## config.mk

```make
export PLATFORM = sky130hd
export DESIGN_NAME = rdn_layer_sched_flat
export DESIGN_NICKNAME = d
export VERILOG_FILES = /design/src/rtl/rdn_layer_sched_if.sv /design/src/rtl/rdn_layer_sched.sv /design/src/flat_wrapper.sv
export SDC_FILE = /design/constraint.sdc
export NUM_CORES = 1
export LEC_CHECK = 0
export CORE_MARGIN = 2
export CORE_UTILIZATION = 35
export DETAILED_ROUTE_END_ITERATION = 12
export PLACE_DENSITY = 0.67
export RECOVER_POWER = 25
export SLEW_MARGIN = 15
export SYNTH_ARGS = -nofsm -noshare
export SYNTH_HDL_FRONTEND = slang
export SYNTH_SLANG_ARGS = --single-unit
export TNS_END_PERCENT = 20
```

## constraint.sdc

```tcl
create_clock -name clk -period 2.3 [get_ports clk]
set_input_delay 0.46 -clock clk [delete_from_list [all_inputs] [get_ports clk]]
set_output_delay 0.46 -clock clk [all_outputs]
set_load 0.01 [all_outputs]
```

## src/rtl/rdn_layer_sched_if.sv

```systemverilog
// Control bundle between the RDN layer scheduler and its datapath/environment.
// master: the scheduler (drives the layer controls and handshake outputs).
// slave : the datapath / heuristic unit / IRU side.
interface rdn_layer_sched_if #(
  parameter int NUM_A_NEURONS = 15,
  parameter int NUM_B_NEURONS = 30
);
  localparam int BW = $clog2(NUM_A_NEURONS);
  localparam int CW = $clog2(NUM_B_NEURONS);

  logic          weight_valid;
  logic          heu_out_valid;
  logic          iru_in_ready;
  logic          in_ready;
  logic          out_valid;
  logic          write_in;
  logic          rotate_in;
  logic          shift_out;
  logic          z_a_layer;
  logic          z_b_layer;
  logic          z_c_layer;
  logic          en_a_layer;
  logic          en_b_layer;
  logic          en_c_layer;
  logic [BW-1:0] b_src_sel;
  logic [CW-1:0] c_src_sel;
  logic          busy;

  modport master (
    input  weight_valid, heu_out_valid, iru_in_ready,
    output in_ready, out_valid, write_in, rotate_in, shift_out,
           z_a_layer, z_b_layer, z_c_layer,
           en_a_layer, en_b_layer, en_c_layer,
           b_src_sel, c_src_sel, busy
  );

  modport slave (
    output weight_valid, heu_out_valid, iru_in_ready,
    input  in_ready, out_valid, write_in, rotate_in, shift_out,
           z_a_layer, z_b_layer, z_c_layer,
           en_a_layer, en_b_layer, en_c_layer,
           b_src_sel, c_src_sel, busy
  );
endinterface

```

## src/rtl/rdn_layer_sched.sv

```systemverilog
// RDN layer sequencer: accepts a window, streams it through layer A,
// serialises A->B and B->C, then hands the angle result to the IRU.
// Optional macro RDN_SCHED_PERF_EN adds frame_cnt / stall_cnt outputs.
module rdn_layer_sched #(
  parameter int IN_COLS       = 80,
  parameter int NUM_A_NEURONS = 15,
  parameter int NUM_B_NEURONS = 30
) (
  input  logic        clk,
  input  logic        rst,
`ifdef RDN_SCHED_PERF_EN
  output logic [31:0] frame_cnt,
  output logic [31:0] stall_cnt,
`endif
  rdn_layer_sched_if.master bus
);
  localparam int MAX_AB = (IN_COLS > NUM_A_NEURONS) ? IN_COLS : NUM_A_NEURONS;
  localparam int MAX_N  = (MAX_AB > NUM_B_NEURONS) ? MAX_AB : NUM_B_NEURONS;
  localparam int CNT_W  = $clog2(MAX_N);
  localparam int BW     = $clog2(NUM_A_NEURONS);
  localparam int CW     = $clog2(NUM_B_NEURONS);

  typedef enum logic [2:0] {IDLE, A_RUN, B_RUN, C_RUN, OUT} state_t;

  state_t           state_reg, state_next;
  logic [CNT_W-1:0] cnt_reg, cnt_next;

  logic          in_ready, out_valid, write_in, rotate_in, shift_out;
  logic          z_layers, en_a, en_b, en_c;
  logic [BW-1:0] b_sel;
  logic [CW-1:0] c_sel;

  // State and shared phase counter register
  always_ff @(posedge clk) begin
    if (rst) begin
      state_reg <= IDLE;
      cnt_reg   <= '0;
    end else begin
      state_reg <= state_next;
      cnt_reg   <= cnt_next;
    end
  end

  // Next-state, counter and output decode
  always_comb begin
    state_next = state_reg;
    cnt_next   = cnt_reg + CNT_W'(1);
    in_ready   = 1'b0;
    out_valid  = 1'b0;
    write_in   = 1'b0;
    rotate_in  = 1'b0;
    shift_out  = 1'b0;
    z_layers   = 1'b0;
    en_a       = 1'b0;
    en_b       = 1'b0;
    en_c       = 1'b0;
    b_sel      = '0;
    c_sel      = '0;
    case (state_reg)
      IDLE: begin
        in_ready = bus.weight_valid;
        cnt_next = '0;
        // An accept during reset would be discarded anyway, so no pulse
        if (bus.heu_out_valid && bus.weight_valid && !rst) begin
          write_in   = 1'b1;
          z_layers   = 1'b1;
          state_next = A_RUN;
        end
      end
      A_RUN: begin
        rotate_in = 1'b1;
        en_a      = 1'b1;
        if (cnt_reg == CNT_W'(IN_COLS - 1)) begin
          state_next = B_RUN;
          cnt_next   = '0;
        end
      end
      B_RUN: begin
        en_b  = 1'b1;
        b_sel = BW'(cnt_reg);
        if (cnt_reg == CNT_W'(NUM_A_NEURONS - 1)) begin
          state_next = C_RUN;
          cnt_next   = '0;
        end
      end
      C_RUN: begin
        en_c  = 1'b1;
        c_sel = CW'(cnt_reg);
        if (cnt_reg == CNT_W'(NUM_B_NEURONS - 1)) begin
          state_next = OUT;
          cnt_next   = '0;
        end
      end
      OUT: begin
        out_valid = 1'b1;
        cnt_next  = '0;
        // Losing the weights in the same cycle voids the handshake
        if (bus.iru_in_ready && bus.weight_valid && !rst) begin
          shift_out  = 1'b1;
          state_next = IDLE;
        end
      end
      default: begin
        state_next = IDLE;
        cnt_next   = '0;
      end
    endcase
    // Weights disappearing mid-frame abandons the frame
    if (state_reg != IDLE && !bus.weight_valid) begin
      state_next = IDLE;
      cnt_next   = '0;
    end
  end

  assign bus.in_ready   = in_ready;
  assign bus.out_valid  = out_valid;
  assign bus.write_in   = write_in;
  assign bus.rotate_in  = rotate_in;
  assign bus.shift_out  = shift_out;
  assign bus.z_a_layer  = z_layers;
  assign bus.z_b_layer  = z_layers;
  assign bus.z_c_layer  = z_layers;
  assign bus.en_a_layer = en_a;
  assign bus.en_b_layer = en_b;
  assign bus.en_c_layer = en_c;
  assign bus.b_src_sel  = b_sel;
  assign bus.c_src_sel  = c_sel;
  assign bus.busy       = (state_reg != IDLE);

`ifdef RDN_SCHED_PERF_EN
  // Saturating frame and IRU-stall counters
  always_ff @(posedge clk) begin
    if (rst) begin
      frame_cnt <= '0;
      stall_cnt <= '0;
    end else begin
      if (shift_out && frame_cnt != 32'hFFFF_FFFF)
        frame_cnt <= frame_cnt + 32'd1;
      if (state_reg == OUT && !bus.iru_in_ready && stall_cnt != 32'hFFFF_FFFF)
        stall_cnt <= stall_cnt + 32'd1;
    end
  end
`endif
endmodule

```

## src/flat_wrapper.sv

```systemverilog
// flat-port wrapper written by rule: the top's interface ports become plain ports
module rdn_layer_sched_flat 
#(
  parameter int IN_COLS       = 80,
  parameter int NUM_A_NEURONS = 15,
  parameter int NUM_B_NEURONS = 30
)
  (clk, rst, bus_weight_valid, bus_heu_out_valid, bus_iru_in_ready, bus_in_ready, bus_out_valid, bus_write_in, bus_rotate_in, bus_shift_out, bus_z_a_layer, bus_z_b_layer, bus_z_c_layer, bus_en_a_layer, bus_en_b_layer, bus_en_c_layer, bus_b_src_sel, bus_c_src_sel, bus_busy);
  rdn_layer_sched_if #(.NUM_A_NEURONS(NUM_A_NEURONS), .NUM_B_NEURONS(NUM_B_NEURONS)) bus_i ();
  input  logic clk;
  input  logic rst;
  input wire logic [$bits(bus_i.weight_valid)-1:0] bus_weight_valid;
  input wire logic [$bits(bus_i.heu_out_valid)-1:0] bus_heu_out_valid;
  input wire logic [$bits(bus_i.iru_in_ready)-1:0] bus_iru_in_ready;
  output wire logic [$bits(bus_i.in_ready)-1:0] bus_in_ready;
  output wire logic [$bits(bus_i.out_valid)-1:0] bus_out_valid;
  output wire logic [$bits(bus_i.write_in)-1:0] bus_write_in;
  output wire logic [$bits(bus_i.rotate_in)-1:0] bus_rotate_in;
  output wire logic [$bits(bus_i.shift_out)-1:0] bus_shift_out;
  output wire logic [$bits(bus_i.z_a_layer)-1:0] bus_z_a_layer;
  output wire logic [$bits(bus_i.z_b_layer)-1:0] bus_z_b_layer;
  output wire logic [$bits(bus_i.z_c_layer)-1:0] bus_z_c_layer;
  output wire logic [$bits(bus_i.en_a_layer)-1:0] bus_en_a_layer;
  output wire logic [$bits(bus_i.en_b_layer)-1:0] bus_en_b_layer;
  output wire logic [$bits(bus_i.en_c_layer)-1:0] bus_en_c_layer;
  output wire logic [$bits(bus_i.b_src_sel)-1:0] bus_b_src_sel;
  output wire logic [$bits(bus_i.c_src_sel)-1:0] bus_c_src_sel;
  output wire logic [$bits(bus_i.busy)-1:0] bus_busy;
  assign bus_i.weight_valid = bus_weight_valid;
  assign bus_i.heu_out_valid = bus_heu_out_valid;
  assign bus_i.iru_in_ready = bus_iru_in_ready;
  assign bus_in_ready = bus_i.in_ready;
  assign bus_out_valid = bus_i.out_valid;
  assign bus_write_in = bus_i.write_in;
  assign bus_rotate_in = bus_i.rotate_in;
  assign bus_shift_out = bus_i.shift_out;
  assign bus_z_a_layer = bus_i.z_a_layer;
  assign bus_z_b_layer = bus_i.z_b_layer;
  assign bus_z_c_layer = bus_i.z_c_layer;
  assign bus_en_a_layer = bus_i.en_a_layer;
  assign bus_en_b_layer = bus_i.en_b_layer;
  assign bus_en_c_layer = bus_i.en_c_layer;
  assign bus_b_src_sel = bus_i.b_src_sel;
  assign bus_c_src_sel = bus_i.c_src_sel;
  assign bus_busy = bus_i.busy;
  rdn_layer_sched #(.IN_COLS(IN_COLS), .NUM_A_NEURONS(NUM_A_NEURONS), .NUM_B_NEURONS(NUM_B_NEURONS)) u_core (.clk(clk), .rst(rst), .bus(bus_i));
endmodule
```

==> impl_metrics.yaml, run 1 <==
outcome:
  status: "finished clean"
drt:
  totalWireLength_um: 1650
  vias_per_cell: 4.79
  drt_iter0_drc: 14
  drc_errors: 0
  via_count: 676
  postRouteAntennaNets: 0
  drt_pre_antenna_iters: 4
  mean_routed_wirelength_per_cell_um: 11.7
sta:
  fin_skew_ns: 0.00113
  report.final.slew_viol_count: 0
  report.final.hold_viol_count: 0
  worst_pin_slew_ns: 0.521
  layout_min_cycle_time_ns: 2.19
  fin_crit_sh: 0.954
  relSlewSlack: 0.648
  grt_setup_unrepaired: "no"
  timing.fmax_mhz: 456
  setup_violations: 0
synthesis:
  mean_syn_cell_area_um2: 8.38
  synth_top_flop_cell: "dfxtp_1"
  ys_ff_latch: 10
  postSynthNetCount: 93
  synth_top_area_share: 0.281
  synth_top_cells_by_area: "dfxtp_1, and2_1, buf_4, ha_1, nor2_1"
  seq_area_frac_synth: 0.281
  synth.cell_area_um2: 712
  number_of_synthesized_flops_with_an_enable_pin: 0
  ys_async_sr_fraction: 0
  post-synth-top-area-cell: "dfxtp_1"
  yosys.cell_types.count: 32
  synth_cells: 85
  synth_warnings: 0
final_layout:
  flip_flop_count_of_the_largest_register_after_layout: 7
  layout.cells.most_common: "clkdlybuf4s50_1"
  antenna-diode-count: 0
  areaGrowthSynthToFinish_pct: 48.2
  finalInstanceArea_um2: 1050
  final_net_count: 123
  post_route_cells_drive_above_1_share: 0.167
  layout.cells.most_common_list: "clkdlybuf4s50_1, and2_1, nor2_1"
setup_path:
  setup.worst_path.end_class: "output port"
  criticalPathCategory: "flop to output port"
  ff2ff_setup_slack_ns: 0.47
  critPathMaxFanout: 9
  start_kind: "flop"
  critical_path_required_ns: 1.84
  cp_data_arrival_time_ns: 1.73
floorplan:
  overall_die_width_um: 49.1
  floorplan.core_area_um2: 1940
  start_util: 0.367
  design.die.area_um2: 2410
  floorplan.io_pins: 26
  placement_rows: 16
  floorplan.die.height_um: 49.1
power_and_ir_drop:
  vdd_drop_max_v: 0.000352
  total_power_mw: 0.459
  static-leakage-power_nw: 0.443
  cellPowerDensity_nw_per_um2: 435
clock_tree:
  tritoncts: "done"
  cts_root_buf: "clkbuf_4"
  clk_pin_slew_worst_paths_ns: 0.07
  cts.sink_count: 10
  post-cts-setup-buffer-count: 0
  tritoncts_buffers: 3
  cts_max_level: 1
  clock_insertion_delay_worst_skew_ns: 0.26
  clockBufferDepth: 2
global_route:
  wire_length_of_the_first_global_routing_pass_um: 2850
  grt-ovfl-total: 0
  grt_pass1_vias: 646
  grt_total_usage: 0.150
  largest_net_degree_at_the_start_of_global_routing: 10
  number_of_antenna_violations_at_the_first_check_in_global_routing: 0
place:
  finalWeightedCongestion: 0.784
  post_dp_area_um2: 991
  io_buffers: 25
  place_hpwl_um: 1260
flow_run:
  maxCapViolations: 0
min_path:
  min-delay-path-class: "flop to flop"
-- area by class of cell --
| class | count | area [um2] |
|---|---|---|
| clock buffer | 4 | 36.3 |
| fill | 190 | 887 |
| inverter | 5 | 18.8 |
| multi-input combinational | 62 | 448 |
| sequential | 10 | 203 |
| tap | 27 | 33.8 |
| timing repair buffer | 33 | 315 |
-- per-layer routing --
metal,GRT usage,routed length [um],up-vias
li1,-,-,349
met1,0.181,752,308
met2,0.257,832,17
met3,0.0337,55,2
met4,0.0571,12,0
met5,0,0,-
-- final timing paths --
check	endpoint	cells past startpoint	start
worst max-delay path	bus_c_src_sel[0]	3	u_core.state_reg[2]
worst min-delay path	u_core.cnt_reg[0]	1	u_core.cnt_reg[0]
worst max register to register	u_core.cnt_reg[3]	7	u_core.cnt_reg[0]
worst min register to register	u_core.cnt_reg[0]	1	u_core.cnt_reg[0]
-- kinds of logic after synthesis --
family	after synthesis	share of synthesized area
and+or+nand+nor	42	0.357
buffers and inverters	13	0.118
AOI/OAI and AO/OA	12	0.130
DFF	10	0.281
xor gates and xnor gates	5	0.0615
adders and majority gates	3	0.0527
-- synth_stat cells, types with 3 or more instances --
| cell | number |
|---|---|
| ha_1 | 3 |
| nor3b_1 | 3 |
| nor2_1 | 10 |
| and2_1 | 10 |
| nand3_1 | 3 |
| nand3b_1 | 4 |
| xnor2_1 | 4 |
| buf_4 | 5 |
| dfxtp_1 | 10 |
| inv_1 | 4 |
-- critical path, stage by stage (launching register included) --
cell,delay (ns)
dfxtp_1,0.53
and3b_2,0.30
and2_1,0.17
clkdlybuf4s50_1,0.47
-- power breakdown --
part	internal, mW	switching (mW)	leakage (nW)
sequential	0.178	0.0101	0.0816
combinational	0.0639	0.0489	0.340
clock	0.0960	0.0628	0.0210
-- what timing repair did --
action | CTS | global route
endpoints found under the setup margin | 5 | 13
gates resized for setup | 2 | 10
hold buffers | 0 | 0
-- per-stage QoR --
| stage | std cells | TNS [ns] | setup WS, ns | utilization | hold slack (ns) |
|---|---|---|---|---|---|
| 3_5_place_dp | 137 | -0.302 | -0.124 | 0.510 | 0.487 |
| 6_report | 141 | 0 | 0.106 | 0.543 | 0.500 |
| 3_3_place_gp | 137 | -0.0849 | -0.0849 | 0.510 | 0.485 |
| 5_1_grt | 141 | 0 | 0.0183 | 0.543 | 0.550 |
| 4_1_cts | 141 | 0 | 0.00429 | 0.530 | 0.504 |
| 2_1_floorplan | 85 | 0 | 0.458 | - | 0.454 |
Power figures use the tool's default switching activity.
==> run 2, diff against run 1 <==
- CTS_CLUSTER_DIAMETER: unset -> 40
- HOLD_SLACK_MARGIN: unset -> 0.15
- TNS_END_PERCENT: 20 -> unset
==> results of run 2 <==
No change in the layout: final DEF, timing and power equal those of run 1.
==> run 3, diff against run 2 <==
- CTS_BUF_LIST: unset -> sky130_fd_sc_hd__clkbuf_16
- MAX_ROUTING_LAYER: unset -> met4
==> impl_metrics.yaml, run 3 (synthesis results as in run 1) <==
floorplan:
  floorplan.core_area_um2: 1940
  overall_die_width_um: 49.1
  floorplan.die.height_um: 49.1
  placement_rows: 16
  design.die.area_um2: 2410
  start_util: 0.367
  floorplan.io_pins: 26
drt:
  via_count: 678
  drt_iter0_drc: 11
  postRouteAntennaNets: 0
  mean_routed_wirelength_per_cell_um: 12.0
  totalWireLength_um: 1690
  drt_pre_antenna_iters: 4
  vias_per_cell: 4.81
  drc_errors: 0
clock_tree:
  cts.sink_count: 10
  cts_root_buf: "clkbuf_16"
  tritoncts: "done"
  clock_insertion_delay_worst_skew_ns: 0.23
  post-cts-setup-buffer-count: 0
  cts_max_level: 1
  cts_hold_buf: 0
  clk_pin_slew_worst_paths_ns: 0.04
  clockBufferDepth: 2
  tritoncts_buffers: 3
final_layout:
  fill_cells: 179
  areaGrowthSynthToFinish_pct: 53.3
  layout.cells.most_common_list: "clkdlybuf4s50_1, and2_1, nor2_1, dfxtp_1, buf_4"
  seq_area_um2: 201
  final_core_utilization: 0.562
  finalInstanceArea_um2: 1090
  final_net_count: 123
  multi_input_comb_area_um2: 443
  flip_flop_count_of_the_largest_register_after_layout: 7
  antenna-diode-count: 0
  layout.cells.most_common: "clkdlybuf4s50_1"
  post_route_cells_drive_above_1_share: 0.140
place:
  place_hpwl_um: 1260
  finalWeightedCongestion: 0.795
  io_buffers: 25
  post_dp_area_um2: 991
  place_worst_setup_slack_ns: -0.124
setup_path:
  r2r-end: "u_core.cnt_reg[3]"
  critPathMaxFanout: 9
  regToRegStartpoint: "u_core.cnt_reg[0]"
  start_kind: "flop"
  critical_path_required_ns: 1.84
  critical_path.startpoint: "u_core.state_reg[1]"
  cp_data_arrival_time_ns: 1.74
  criticalPathCategory: "flop to output port"
  setup.worst_path.end_class: "output port"
  ff2ff_setup_slack_ns: 0.47
  ff2ff_path_depth: 7
  cp-endpoint: "bus_b_src_sel[3]"
min_path:
  min-delay-path-class: "flop to flop"
  worst_hold_path.num_cells: 1
sta:
  fin_crit_sh: 0.958
  layout_min_cycle_time_ns: 2.20
  fin_skew_ns: 0.00127
  timing.final.ws_setup_ns: 0.0963
  relSlewSlack: 0.645
  worst_pin_slew_ns: 0.526
  report.final.slew_viol_count: 0
  grt_setup_unrepaired: "no"
  final.setup.tns_ns: 0
  timing.fmax_mhz: 454
  report.final.hold_viol_count: 0
  setup_violations: 0
power_and_ir_drop:
  cellPowerDensity_nw_per_um2: 553
  total_power_mw: 0.604
  static-leakage-power_nw: 0.459
  vdd_drop_max_v: 0.000477
global_route:
  number_of_antenna_violations_at_the_first_check_in_global_routing: 0
  grt-ovfl-total: 0
  wire_length_of_the_first_global_routing_pass_um: 2930
  grt_pass1_vias: 681
  largest_net_degree_at_the_start_of_global_routing: 10
  grt_total_usage: 0.161
outcome:
  status: "finished clean"
flow_run:
  maxCapViolations: 0
## run 3: area by class of cell
class | count | share of cell area
multi-input cells | 62 | 0.406
clock inverters | 1 | 0.00344
repair buffers | 33 | 0.289
well taps | 27 | 0.0310
inverters | 5 | 0.0172
clock buffers | 3 | 0.0688
flip-flops and latches | 10 | 0.185
## run 3: worst min path at each step
stage,startpoint,to
after floorplan,u_core.cnt_reg[6],u_core.state_reg[1]
after global placement,u_core.cnt_reg[0],u_core.cnt_reg[0]
after detailed placement,u_core.cnt_reg[0],u_core.cnt_reg[0]
after CTS,u_core.cnt_reg[0],u_core.cnt_reg[0]
after global routing,u_core.cnt_reg[0],u_core.cnt_reg[0]
final,u_core.cnt_reg[0],u_core.cnt_reg[0]
## run 3: critical path, cell delays in order, from the launching register on
cell,delay [ns]
dfxtp_1,0.45
nor3b_4,0.33
and2_1,0.19
clkdlybuf4s50_1,0.53
## run 3: metrics by stage
stage	instances	hold WS, ns
6_report	141	0.487
5_1_grt	141	0.540
4_1_cts	141	0.496
3_5_place_dp	137	0.487
3_3_place_gp	137	0.485
2_1_floorplan	85	0.454
## run 3: timing repair
item,CTS,global route
gates resized for setup,2,8
endpoints found under the setup margin,5,13
endpoints found under the hold margin,0,0
## run 3: report_power, final
part           total [mW]  internal [mW]  switching [mW]
clock               0.303          0.227          0.0760
sequential          0.188          0.179         0.00957
combinational       0.112         0.0630          0.0489
total               0.604          0.469           0.134
## run 3: routing by layer
metal  track usage  up-vias  share of wire
met5             -        -              0
met4         0.100        0          0.024
met3        0.0245        6          0.028
met2         0.268       19           0.51
met1         0.181      307           0.44
li1              -      346              -
